`config.mk`:
```
export PLATFORM = sky130hd
export DESIGN_NAME = lcd_text_buffer
export DESIGN_NICKNAME = d
export VERILOG_FILES = /design/src/rtl/lcd_text_buffer.sv
export SDC_FILE = /design/constraint.sdc
export NUM_CORES = 1
export LEC_CHECK = 0
export BUFFER_PORTS_ARGS = -buffer_cell sky130_fd_sc_hd__buf_2
export CAP_MARGIN = 0
export CORE_AREA = 8 8 180 182
export CTS_BUF_LIST = sky130_fd_sc_hd__clkbuf_2
export DETAILED_ROUTE_END_ITERATION = 8
export DIE_AREA = 0 0 188 190
export HOLD_SLACK_MARGIN = 0.12
export MAX_ROUTING_LAYER = met4
export PLACE_DENSITY_LB_ADDON = 0.1
export SLEW_MARGIN = 20
export SYNTH_ARGS = -nofsm -noshare
export SYNTH_HDL_FRONTEND = slang
export SYNTH_SLANG_ARGS = --single-unit
```
`constraint.sdc`:
```
create_clock -name clk -period 4.1 [get_ports clk]
set_clock_uncertainty 0.05 [all_clocks]
set_input_delay 0.82 -clock clk [delete_from_list [all_inputs] [get_ports clk]]
set_output_delay 0.82 -clock clk [all_outputs]
set_load 0.02 [all_outputs]
```
`src/rtl/lcd_text_buffer.sv`:
```
// 32-character LCD frame buffer with host write port, frame clear and a
// 16-bit binary-to-decimal (double dabble) renderer writing 5 right-justified digits.
module lcd_text_buffer #(
  parameter int         NUM_DIGITS = 5,
  parameter logic [7:0] BLANK_CHAR = 8'h20
) (
  input  logic             clk,
  input  logic             reset,
  input  logic             clr,
  input  logic             wr_en,
  input  logic [4:0]       wr_addr,
  input  logic [7:0]       wr_data,
  input  logic             num_start,
  input  logic [15:0]      num_value,
  input  logic [4:0]       num_addr,
  output logic             busy,
  output logic             done,
  output logic [0:31][7:0] ascii
);

  typedef enum logic [1:0] {IDLE, CONV, WRITE, DONE} state_t;

  state_t      state, state_nxt;
  logic [35:0] dd;          // {bcd[19:0], binary[15:0]} double-dabble shift register
  logic [4:0]  base_addr;
  logic [3:0]  bit_cnt;
  logic [2:0]  dig_cnt;
  logic        nz_seen;

  logic [3:0]  digit;
  logic        leading_blank;
  logic [7:0]  conv_char;
  logic [4:0]  conv_idx;
  logic        conv_we;

  function automatic logic [19:0] dabble_adj(input logic [19:0] b);
    logic [19:0] r;
    r = b;
    for (int n = 0; n < 5; n++) begin
      if (b[4*n +: 4] >= 4'd5)
        r[4*n +: 4] = b[4*n +: 4] + 4'd3;
    end
    return r;
  endfunction

  always_comb begin
    state_nxt = state;
    case (state)
      IDLE:  if (num_start) state_nxt = CONV;
      CONV:  if (bit_cnt == 4'd15) state_nxt = WRITE;
      WRITE: if (dig_cnt == 3'(NUM_DIGITS - 1)) state_nxt = DONE;
      DONE:  state_nxt = IDLE;
      default: state_nxt = IDLE;
    endcase
  end

  // Digits leave the top nibble of the BCD field, most significant first
  assign digit         = dd[35:32];
  assign leading_blank = !nz_seen && (digit == 4'd0) && (dig_cnt != 3'(NUM_DIGITS - 1));
  assign conv_char     = leading_blank ? BLANK_CHAR : (8'h30 + {4'h0, digit});
  assign conv_idx      = base_addr + {2'b00, dig_cnt};
  assign conv_we       = (state == WRITE);

  always_ff @(posedge clk or negedge reset) begin
    if (!reset) begin
      state     <= IDLE;
      dd        <= '0;
      base_addr <= '0;
      bit_cnt   <= '0;
      dig_cnt   <= '0;
      nz_seen   <= 1'b0;
      busy      <= 1'b0;
      done      <= 1'b0;
    end else begin
      state <= state_nxt;
      busy  <= (state == CONV) || (state == WRITE);
      done  <= (state == DONE);
      case (state)
        IDLE: begin
          if (num_start) begin
            dd        <= {20'h0, num_value};
            base_addr <= num_addr;
            bit_cnt   <= '0;
            dig_cnt   <= '0;
            nz_seen   <= 1'b0;
          end
        end
        CONV: begin
          dd      <= {dabble_adj(dd[35:16]), dd[15:0]} << 1;
          bit_cnt <= bit_cnt + 4'd1;
        end
        WRITE: begin
          dd      <= {dd[31:16], 4'h0, dd[15:0]};
          dig_cnt <= dig_cnt + 3'd1;
          if (digit != 4'd0) nz_seen <= 1'b1;
        end
        default: ;
      endcase
    end
  end

  // Per-entry priority: clear, then converter digit, then host byte
  always_ff @(posedge clk or negedge reset) begin
    if (!reset) begin
      ascii <= {32{BLANK_CHAR}};
    end else begin
      for (int i = 0; i < 32; i++) begin
        if (clr)
          ascii[i] <= BLANK_CHAR;
        else if (conv_we && (conv_idx == 5'(i)))
          ascii[i] <= conv_char;
        else if (wr_en && (wr_addr == 5'(i)))
          ascii[i] <= wr_data;
      end
    end
  end

endmodule
```
==> summary.md <==
| Metric | Value |
|---|---|
| Outcome | finished clean |
| Global Route Usage Sum | 29.63% |
| TritonCTS buffer count | 83 |
| Worst hold path class | in2reg |
| Sw Share | between 40 and 50% |
| Cell Rows | 63 |
| Crit path DAT | between 3 and 4 ns |
| Top_reg_cell synth | dfrtp_1 |
| Max-cap violations | 0 |
| Synth area leaders | dfrtp_1 43%, mux2i_1 13%, dfstp_2 5.3% |
| ANT nets after route | 0 |
| Fin Setup TNS | 0 ns |
| Clk root buf | clkbuf_2 |
| I/O Buffers | 296 |
| Area added between synthesis and finish | 16.00% |
| Critical path endpoint category | register |
| Final non-filler cell total | about 2,200 |
| Final core occ | 62.98% |
| Final non-filler cell area | 0.01852 mm2 |
| Commonest non-fill, non-tap cells in the layout | 294 x buf_2, 277 x dfrtp_1, 202 x mux2i_1 |
| Flop pwr share | about two fifths |
| Share of the yosys chip area belonging to registers | slightly below 50% |
| Cells after DPL | 2,097 |
| Final #Nets | 1,857 |
| Area after DPL | around 0.018 mm2 |
| Mapped cell area | roughly 0.016 mm2 |
| Clock Path Buffers | 3 |
| Comb power frac | 36.5% |
| Achievable Freq | 311.5 MHz |
| WS Path Type | reg2reg |
| Vias in the first global route | 13,860 |
| H-tree depth | 3 |
| Finish-stage setup viols | 0 |
| Max VDD drop | around 0.00044 V |
| Initial antenna violation count | 4 |
| NetSw | 3.944 mW |
| Hold WS | 0.2058 ns |
| Leakage | 9.211 nW |
| Final worst path period need | 3.210 ns |
| Clk_lat worst skew | between 0.8 and 0.9 ns |
| CTS sink cnt | 309 |
| First drt pass iteration count | 6 |
| Pin count of the biggest net entering global routing | 257 |
| Synth top area share | 43.42% |
| Register bit total from synthesis | 309 |
| Drt initial violations | 1,232 |
| Ys Warns | 0 |
| Max_slew headroom | 1.410% |
| CTS tree | done |
| Layout cell share with drive strength beyond 1 | ~33% |
| Die height | 190 um |
| Post-CTS Resized | 0 |
| Via Count | 13,710 |
| Count of cell types in the netlist | 60 |
| Final Hold Vio Count | 0 |
| Worst Max-Slew Pin Slew | 1.479 ns |
| Worst setup SP type | register |
| Clock power frac | 24.4% |
| Die Area | about 0.036 mm2 |
| PD cells | 483.3 mW/mm2 |
| Core Area | 0.02940 mm2 |
| Initial Util | about 54% |
| Die Wd | ~190 um |
| Final wirelength | 52.70 mm |
| Ratio of final minimum period to clock period | about four fifths |
| Commonest non-fill, non-tap cell in the layout | buf_2 |
| Grt total ovfl | 0 |
| RSZ-0062 raised after global routing | false |
| Ys async rst share | 100.0% |
| Post-DP HPWL | between 30 and 40 mm |
| Cells after Synth | approximately 1,500 |
| Int Power | 5.004 mW |
| Syn Nets | 1,569 |
| Postcts setup bufs | 0 |
| # IOs | 297 |
| Reg-to-reg slack, setup | 0.89 ns |
| DRC Markers | 0 |
| Crit path max fanout | 10 |
| Pins Over Slew Limit | 0 |
| Post-DR vias/cell | a little over 6 |
| Critical Path RT | 4.73 ns |
| Worst-path clk slew | 0.11 ns |
| Routed wire per std cell | 23.44 um |
| Placer Congestion | 0.8490 |
| First-pass GRT wire length | 81.23 mm |
| Syn avg cell area | 10.59 um2 |
| Number of flops mapped to enable cells by yosys | 0 |
| Area leader, netlist | dfrtp_1 |
[synth_stat cells (3+ instances only)]
cell / count
a21oi_1: 63
a221oi_1: 71
a22oi_1: 16
and3_1: 4
buf_2: 20
buf_6: 3
clkbuf_1: 103
dfrtp_1: 277
dfstp_2: 32
ha_1: 21
inv_1: 18
mux2_1: 4
mux2_2: 67
mux2i_1: 202
nand2_1: 107
nand2b_1: 17
nand3_1: 89
nand3_2: 7
nand4_1: 3
nand4b_1: 15
nor2_1: 83
nor2_2: 11
nor2_4: 5
nor2b_1: 17
nor3_1: 73
nor3_2: 5
nor3_4: 9
o21ai_0: 37
o31ai_1: 50
or2_0: 6
or2_2: 4
or3_1: 24
xnor2_1: 7
[power groups by stage]
stage / logic (mW) / clock network, mW / registers [mW]
2_1_floorplan: 2.20 / 0 / 3.60
3_3_place_gp: 3.15 / 0 / 3.55
3_5_place_dp: 3.22 / 0 / 3.56
4_1_cts: 3.22 / 2.24 / 3.50
5_1_grt: 3.52 / 2.40 / 3.53
6_report: 3.26 / 2.19 / 3.50
[worst max-delay path, cell delays in order (launching register included)]
cell and delay [ns]:
dfrtp_1 0.45, ha_1 0.23, fa_1 0.65, nand3_1 0.69, nor3_1 0.81, o31ai_1 0.15
[sequential cells by signal, summed over array words and instances, names as in the netlist]
register and flops:
done 1, state 2, busy 1, dd 36
nz_seen 1, dig_cnt 3, base_addr 5, bit_cnt 4
ascii 256
[stage by stage]
| step | power [mW] | setup slack (ns) |
|---|---|---|
| after CTS | 8.959 | 0.9529 |
| after global placement | 6.694 | 1.071 |
| after detailed placement | 6.770 | 0.9567 |
| final | 8.948 | 0.8900 |
| after floorplan | 5.796 | 1.409 |
| after global routing | 9.452 | 0.7289 |
[cell families after synthesis]
| kind of cell | synth area share (%) |
|---|---|
| AND/OR/NAND/NOR | 16.44 |
| XOR/XNOR | 0.4938 |
| multiplexers | 17.68 |
| adder cells (fa/ha/maj) | 1.771 |
| buffers and inverters | 3.841 |
| flip-flops | 48.69 |
| AO/OA/AOI/OAI | 11.08 |
[worst paths after layout]
path                                   startpoint                        to  cells after the start
setup / recovery           dig_cnt[0]$_DFFE_PN0P_     ascii[36]$_DFFE_PN0P_                      5
hold / removal                        num_addr[1]  base_addr[1]$_DFFE_PN0P_                      2
setup reg to reg           dig_cnt[0]$_DFFE_PN0P_     ascii[36]$_DFFE_PN0P_                      5
hold reg to reg            ascii[237]$_DFFE_PN1P_    ascii[237]$_DFFE_PN1P_                      2
max in group asynchronous                   reset    ascii[117]$_DFFE_PN1P_                      3
min in group asynchronous                   reset    ascii[118]$_DFFE_PN0P_                      2
[area by class of cell]
cell class	instances	area (um2)
Clock inverter	18	110.1
Multi-Input combinational cell	1050	7600
Sequential cell	309	7772
Clock buffer	125	625.6
Antenna cell	4	10.01
Timing Repair Buffer	334	1843
Tap cell	390	488.0
Inverter	18	67.56
Fill cell	2568	10890
[per-layer routing]
metal	wire (um)	GRT usage, %	up-vias
li1	-	-	6128
met1	21140	37.35	6711
met2	24840	45.38	747
met3	4672	6.591	121
met4	2052	13.45	0
met5	0	-	-
[what timing repair did]
item | 4_1_cts | 5_1_grt
setup endpoints to repair | 0 | 0
hold buffers | 4 | 0
hold endpoints to repair | 96 | 0
No activity file was read; power rests on OpenSTA's default activity.
